`config.mk`:
```
export PLATFORM = sky130hd
export DESIGN_NAME = ila_grant_sequencer
export DESIGN_NICKNAME = d
export VERILOG_FILES = /design/src/rtl/ila_seq_pkg.sv /design/src/rtl/ila_onehot_chk.sv /design/src/rtl/ila_grant_sequencer.sv
export SDC_FILE = /design/constraint.sdc
export NUM_CORES = 1
export LEC_CHECK = 0
export CORE_UTILIZATION = 56
export DETAILED_ROUTE_END_ITERATION = 8
export DONT_BUFFER_PORTS = 1
export GPL_ROUTABILITY_DRIVEN = 1
export PLACE_DENSITY = 0.85
export SYNTH_ARGS = -nofsm -noshare
export SYNTH_HDL_FRONTEND = slang
export SYNTH_SLANG_ARGS = --single-unit
```
`constraint.sdc`:
```
create_clock -name clk -period 2.8 [get_ports clk]
set_input_delay 0.28 -clock clk [delete_from_list [all_inputs] [get_ports clk]]
set_output_delay 0.28 -clock clk [all_outputs]
set_load 0.01 [all_outputs]
```
`src/rtl/ila_seq_pkg.sv`:
```
// Shared types and constants for the ILA grant sequencer.
package ila_seq_pkg;

    typedef enum logic [1:0] {
        IDLE = 2'd0,
        RUN  = 2'd1,
        STEP = 2'd2,
        HALT = 2'd3
    } seq_state_e;

    localparam int unsigned INSTR_LOAD  = 0;
    localparam int unsigned INSTR_ADD   = 1;
    localparam int unsigned INSTR_STORE = 2;

    localparam int unsigned DEF_NUM_INSTR = 3;
    localparam int unsigned DEF_PC_W      = 8;
    localparam int unsigned DEF_CNT_W     = 16;

endpackage

```
`src/rtl/ila_onehot_chk.sv`:
```
// Combinational one-hot detector for the decode vector.
module ila_onehot_chk #(
    parameter int unsigned N = 3
) (
    input  logic [N-1:0] vec,
    output logic         is_onehot
);

    // Exactly one bit set: non-zero and clearing the lowest set bit leaves zero.
    always_comb begin
        is_onehot = (vec != '0) && ((vec & (vec - N'(1))) == '0);
    end

endmodule

```
`src/rtl/ila_grant_sequencer.sv`:
```
// Grant-side execution controller for an ILA instruction model: run/step/stop pacing,
// instruction budget and decode-integrity halt. Optional breakpoint: ILA_GRANT_SEQ_BKPT_EN.
module ila_grant_sequencer
    import ila_seq_pkg::*;
#(
    parameter int unsigned NUM_INSTR = DEF_NUM_INSTR,
    parameter int unsigned PC_W      = DEF_PC_W,
    parameter int unsigned CNT_W     = DEF_CNT_W
) (
    input  logic                 clk,
    input  logic                 rst,
    input  logic                 ila_valid,
    input  logic [NUM_INSTR-1:0] ila_decode,
    input  logic [PC_W-1:0]      ila_pc,
    output logic [NUM_INSTR-1:0] ila_grant,
    input  logic                 cmd_run,
    input  logic                 cmd_step,
    input  logic                 cmd_stop,
    input  logic [CNT_W-1:0]     budget,
`ifdef ILA_GRANT_SEQ_BKPT_EN
    input  logic                 bkpt_en,
    input  logic [PC_W-1:0]      bkpt_pc,
    output logic                 bkpt_hit,
`endif
    output logic                 busy,
    output logic                 done,
    output logic                 err,
    output logic [CNT_W-1:0]     retired,
    output logic [PC_W-1:0]      last_pc
);

    localparam int unsigned     CNT_W1  = CNT_W + 1;
    localparam logic [CNT_W-1:0] CNT_MAX = '1;

    seq_state_e       state, state_d;
    logic [CNT_W-1:0] budget_q, budget_d;
    logic [CNT_W-1:0] retired_d;
    logic [PC_W-1:0]  last_pc_d;
    logic             done_d, err_d;
    logic             is_onehot, active, bkpt_stop, fire, bad, budget_hit;
    logic [CNT_W:0]   retired_inc;
`ifdef ILA_GRANT_SEQ_BKPT_EN
    logic             bkpt_hit_d;
`endif

    ila_onehot_chk #(.N(NUM_INSTR)) u_onehot (
        .vec       (ila_decode),
        .is_onehot (is_onehot)
    );

    assign active = (state == RUN) || (state == STEP);
    assign busy   = active;

`ifdef ILA_GRANT_SEQ_BKPT_EN
    // Breakpoints only stop free-run so a step can move off the breakpoint pc.
    assign bkpt_stop = (state == RUN) && bkpt_en && (ila_pc == bkpt_pc);
`else
    assign bkpt_stop = 1'b0;
`endif

    assign fire = active && ila_valid && is_onehot  && !cmd_stop && !bkpt_stop;
    assign bad  = active && ila_valid && !is_onehot && !cmd_stop && !bkpt_stop;

    // Mealy grant: commit lands on the edge closing this cycle.
    assign ila_grant = fire ? ila_decode : '0;

    assign retired_inc = {1'b0, retired} + CNT_W1'(1);
    assign budget_hit  = (budget_q != '0) && (retired_inc == {1'b0, budget_q});

    always_ff @(posedge clk) begin
        if (rst) begin
            state    <= IDLE;
            budget_q <= '0;
            retired  <= '0;
            last_pc  <= '0;
            done     <= 1'b0;
            err      <= 1'b0;
`ifdef ILA_GRANT_SEQ_BKPT_EN
            bkpt_hit <= 1'b0;
`endif
        end else begin
            state    <= state_d;
            budget_q <= budget_d;
            retired  <= retired_d;
            last_pc  <= last_pc_d;
            done     <= done_d;
            err      <= err_d;
`ifdef ILA_GRANT_SEQ_BKPT_EN
            bkpt_hit <= bkpt_hit_d;
`endif
        end
    end

    // Next-state and registered-output logic; stop outranks step outranks run.
    always_comb begin
        state_d   = state;
        budget_d  = budget_q;
        retired_d = retired;
        last_pc_d = last_pc;
        done_d    = 1'b0;
        err_d     = err;
`ifdef ILA_GRANT_SEQ_BKPT_EN
        bkpt_hit_d = 1'b0;
`endif
        case (state)
            IDLE: begin
                if (cmd_step) begin
                    state_d   = STEP;
                    retired_d = '0;
                end else if (cmd_run) begin
                    state_d   = RUN;
                    budget_d  = budget;
                    retired_d = '0;
                end
            end
            RUN, STEP: begin
                if (cmd_stop) begin
                    state_d = IDLE;
                end else if (bkpt_stop) begin
                    state_d = IDLE;
`ifdef ILA_GRANT_SEQ_BKPT_EN
                    bkpt_hit_d = 1'b1;
`endif
                end else if (bad) begin
                    state_d = HALT;
                    err_d   = 1'b1;
                end else if (fire) begin
                    retired_d = (retired == CNT_MAX) ? retired : retired_inc[CNT_W-1:0];
                    last_pc_d = ila_pc;
                    if ((state == STEP) || budget_hit) begin
                        state_d = IDLE;
                        done_d  = 1'b1;
                    end
                end
            end
            HALT: begin
                if (cmd_stop) begin
                    state_d = IDLE;
                    err_d   = 1'b0;
                end
            end
            default: state_d = IDLE;
        endcase
    end

endmodule

```
Word-level counts from Yosys, hierarchy flattened
Cells that the tools add are included.
- add/subtract/negate cells: 2
- multiply operators: 0
- div/mod/pow operators: 0
- $lt $le $gt $ge: 0
- eq/ne operators: 14
- shifts and indexed selects: 0
- mux-type cells: 21
- bitwise gates (word level): 6
- reductions and logical operators: 24
- operators with widths (operator ; number):
    2-to-1 mux 16 bit ; 6
    one-hot mux 16 bit (2 select lines) ; 1
    adder 16 x 1 -> 17 bit, second input constant ; 1
    == test 17 x 16 -> 1 bit ; 1
    == test 16 bit, second input constant ; 1
    nonzero test 16 bit ; 1
    2-to-1 mux 2 bit ; 7
    inequality test 2 bit, second input constant ; 6
    AND reduction 4 bit ; 3
    inequality test 4 bit, second input constant ; 2
    logical AND 1 bit ; 7
    one-hot mux 2 bit (3 select lines) ; 1
    AND reduction 6 bit ; 1
    inverter 1 bit ; 5
    OR reduction 5 bit ; 1
    == test 2 bit, second input constant ; 2
    2-to-1 mux 1 bit ; 4
    nonzero test 2 bit ; 2
    bitwise AND 3 bit ; 1
    logical NOT 3 bit ; 1
    2-to-1 mux 3 bit ; 1
    inequality test 3 bit, second input constant ; 1
    AND reduction 3 bit ; 1
    nonzero test 3 bit ; 1
    other kinds (7) ; 9
- flip-flop bits (word level): 44
- latch bits: 0
- memory bits (writable): 0
- bits in read-only memories: 0
- bits of input ports: 33
- memories kept: 0

Logic depth before layout (Yosys ltp)
- word-level depth: 10
- mapped depth: 10

Cells and area by module
Synthesis repeated with hierarchy kept, for this count alone.
- cells, all modules: 343
- area total of the unflattened synthesis: 2541.2 um^2
- by module, submodules not included (module ; instances ; cells an instance ; area each (um^2)):
    ila_grant_sequencer ; 1 ; 340 ; 2519.9
    ila_onehot_chk ; 1 ; 3 ; 21.3

Worst setup path before layout
OpenSTA, ideal clock, no wires.
- path type: register to register
- start: register retired[0]
- end: register state[1]
- data arrival time: 2580 ps
- required time: 2679 ps
- setup slack: 99 ps
- stages on the path, launching flop included: 10
- path buffers: 1
- clock period less this slack: 2701 ps
- path through: dfxtp_1 -> ha_1 -> and4_2 -> buf_6 -> xnor2_1 -> a211o_1 -> a2111oi_4 -> a41oi_2 -> a211o_1 -> mux2_4
- longest elaborated chain between the ends: 6
- ends and longest elaborated chain (what ; RTL line ; source):
    start, declared ; ila_grant_sequencer.sv:28 ; output logic [CNT_W-1:0] retired,
    start signal, assigned ; ila_grant_sequencer.sv:84 ; retired <= retired_d;
    adder 16 x 1 -> 17 bit ; ila_grant_sequencer.sv:67 ; assign retired_inc = {1'b0, retired} + CNT_W1'(1);
    == test 17 x 16 -> 1 bit ; ila_grant_sequencer.sv:68 ; assign budget_hit = (budget_q != '0) && (retired_inc == {1'b0, budget_q});
    logical AND 1 bit ; ila_grant_sequencer.sv:68 ;
    logical OR 1 bit ; ila_grant_sequencer.sv:130 ; if ((state == STEP) || budget_hit) begin
    inequality test 4 bit (no line) ; - ;
    AND reduction 4 bit (no line) ; - ;
    end signal, assigned ; ila_grant_sequencer.sv:82 ; state <= state_d;
    end, declared ; ila_grant_sequencer.sv:35 ; seq_state_e state, state_d;
No other way between the ends.
A chain may end at the register's enable or synchronous reset.

Worst setup path in the final report
- start: register retired[4]
- end: register state[1]
The elaborated chain is that of the path after synthesis.

==> impl_results.md <==
* Router iterations before antenna repair at 4
* Seq/Total Area, Yosys at a little over a third
* Residual overflow from global routing at 0
* Category of the most critical setup path: register to register
* Total vias in the final route at approximately 2300
* Num ports at 63
* Routed wirelength normalized by instance count at approximately 16 um
* Fraction of the cycle the final worst path needs at a little over nine tenths
* Headroom to the max-slew limit at between 60% and 70%
* Number of warnings issued by yosys at 0
* Number of cells produced by synthesis at approximately 320
* H-Tree Depth at 2
* Maximum number of pins on one net before global-route repair at 46
* Count of routing violations after the opening detailed-route iteration at 153
* Die Wd at roughly 69 um
* Sink Count at 44
* Max Cap Viol at 0
* Wirelength, routed at a little over 6000 um
* Crit path buffers/inverters at 0
* Type of element capturing the critical path: register
* Final net count at approximately 370
* CTS buffer count at 5
* Starting density of the core at 58.0%
* Type of the most critical hold path: input pin to register
* DRC violations left at 0
* Final Critical Period at approximately 2.7 ns
* Leakage at approximately 1.0 nW
* Cell depth of the worst setup path at 7
* Peak clock frequency supported by timing at 376 MHz
* Register Area at 881 um2
* RSZ-0062 raised after global routing: no
* CTS clk-pin slew, worst paths at approximately 0.080 ns
* Worst path cell trace: nand3_4 > or3_1 > a211o_1 > a2111oi_4 > a41oi_2 > a211o_1 > mux2_4
* Worst hold stages at 1
* Post-Syn Nets at between 300 and 400
* Vias in the first global route at 2193
* Rows at 24
* Number of buffers between clock root and the deepest sink at 2
* Count of unique library cells instantiated by Yosys at 48
* Mean Syn Cell Area at roughly 7.9 um2
* Final total negative setup slack at 0 ns
* IR Drop Worst-Case VDD at about 0.37 mV
* Flip-flop and latch count after synthesis at 44
* Depth of the worst register-to-register path at 7
* Pwr Density at 587 mW/mm2
* Residual antenna-violating net count after detailed routing at 0
* Number of antenna violations at the first check in global routing at 0
* Peak fanout along the critical path at 8
* Slowest Stage Delay on Critical Path at 0.50 ns
* Layout overhead on the synthesized area at 9.32%
* Worst clock skew at 0.00174 ns
* Startpoint kind of the worst setup timing path: register
* Total of hold buffers inserted after clock tree synthesis at 0
* Global-route wire length before repair at approximately 10000 um
* GRT Total Usage at between 20% and 30%
* Ant. Diodes at 0
* Count of buffers added by post-CTS timing repair for setup at 0
* Library cell appearing most often on the critical path: sky130_fd_sc_hd__a211o_1
* Slowest cell on the critical path: sky130_fd_sc_hd__dfxtp_1
* Ratio of cells with drive above 1 in the final layout at 12.5%
* Weighted congestion at the end of routability-driven global placement at ~0.89
* Vertical die dimension at 69.1 um
* Kind of cell adding the most delay to the critical path: compound AO/OA/AOI/OAI gates
* Required time of the critical path at about 3.0 ns
* Number of endpoints with negative hold slack in the final report at 0
* Core Region at between 0.004 and 0.005 mm2
* Die ar. at about 0.0048 mm2
* Filler cell count in the final layout at ~380
* CTS tree: yes
* Dpl hpwl at around 4500 um
* Final count of pins violating max slew at 0
* Synthesized area at 0.00252 mm2
* Area of combinational cells with multiple inputs at around 0.0015 mm2
* Resized Gates After CTS at 0
* Clock network latency to the later pin of the worst-skew pair at approximately 0.30 ns
* Vias/cell at around 6
* Outcome: finished, final reports clean
* Utilization of the core after routing at 63.4%
* CTS Root Cell: sky130_fd_sc_hd__clkbuf_8
* I/O Buffers at 0
* Arrival time worst endpoint at between 2 and 3 ns
* Tightest Pin Transition at just over 0.5 ns
* Number of endpoints failing setup at the final stage at 0
## metrics by stage
stage	cells	instance area, um2	setup slack, ns	total power [mW]	hold slack [ns]
finish	381	2760	0.143	1.62	0.0406
global route	381	2760	0.0602	1.69	0.0342
CTS	381	2760	0.169	1.61	0.0382
detailed placement	373	2670	0.187	1.20	0.355
global placement	373	2670	0.228	1.19	0.355
floorplan	319	2520	0.0990	1.08	0.389
## placed cells by master (no fill, tap or decap), drive strengths merged, types with 5 or more instances in the layout
cell and count:
nand2 68, and4 6, nor3 5, dfxtp 44, nor2 17, nand3 8
nand4 7, xnor2 15, a21oi 34, and3 6, inv 6, or3 11
mux2i 9, o21ai 11, buf 21, clkbuf 7, xor2 8
## Yosys cell counts, drive strengths merged
library cell | n | area share [%]
nand2 | 68 | 10
dfxtp | 44 | 35
a21oi | 34 | 6.7
nor2 | 17 | 2.5
clkbuf | 15 | 2.2
xnor2 | 15 | 5.2
o21ai | 11 | 2.2
or3 | 11 | 2.8
mux2i | 9 | 3.6
nand3 | 8 | 2.1
xor2 | 8 | 2.8
nand4 | 7 | 1.7
and3 | 6 | 1.5
and4 | 6 | 2.1
inv | 6 | 0.89
nor3 | 5 | 1.2
buf | 4 | 0.99
ha | 4 | 2.0
nor2b | 4 | 0.99
nor4 | 4 | 0.99
or4 | 4 | 1.2
nand2b | 3 | 0.74
a2111oi | 2 | 2.2
a211o | 2 | 0.69
a211oi | 2 | 0.59
a311oi | 2 | 0.69
a31oi | 2 | 0.50
a32o | 2 | 0.79
a41oi | 2 | 0.99
mux2 | 2 | 1.0
nand3b | 2 | 0.59
o21a | 2 | 0.59
a21o | 1 | 0.30
and2 | 1 | 0.25
nand4b | 1 | 0.35
nor3b | 1 | 0.30
o41ai | 1 | 0.35
or2 | 1 | 0.25
## layer usage
layer	routed length (um)	vias to the layer above	share of wire (%)	global-route usage (%)
met2	2980	98	49	43.3
met1	2660	1081	43	31.1
met3	357	14	5.8	5.85
met4	139	0	2.3	11.3
li1	-	1141	-	-
met5	0	-	0	0
## final timing paths
path,start,endpoint,slack (ns)
max,retired[4]$_SDFFE_PP0P_,state[1]$_SDFFE_PP0P_,0.14
max reg2reg,retired[4]$_SDFFE_PP0P_,state[1]$_SDFFE_PP0P_,0.14
min reg2reg,budget_q[2]$_SDFFE_PP0P_,budget_q[2]$_SDFFE_PP0P_,0.47
min,rst,retired[15]$_SDFFE_PP0P_,0.04
## kinds of logic after synthesis
logic type | synth area share [%]
compound gates | 16.6
xor+xnor | 7.98
fa+ha+maj | 1.98
buf+inv | 4.11
flops | 34.9
mux | 4.61
simple gates | 29.8
## registers in the layout, indices dropped and copies added (netlist names)
| name | flops |
|---|---|
| budget_q | 16 |
| retired | 16 |
| last_pc | 8 |
| state | 2 |
| done | 1 |
| err | 1 |
## report_power, final
group	total (mW)	switching, mW	internal (mW)
sequential	0.695	0.0357	0.659
clock	0.419	0.218	0.201
combinational	0.506	0.302	0.204
total	1.62	0.556	1.06
## layout make-up
type / instances / share of cell area (%)
multi-input combinational: 250 / 55.8
sequential: 44 / 31.9
timing repair buffer: 21 / 5.71
clock buffer: 7 / 3.13
tap: 52 / 2.36
inverter: 6 / 0.816
clock inverter: 1 / 0.272
(Power assumes the default switching activity.)
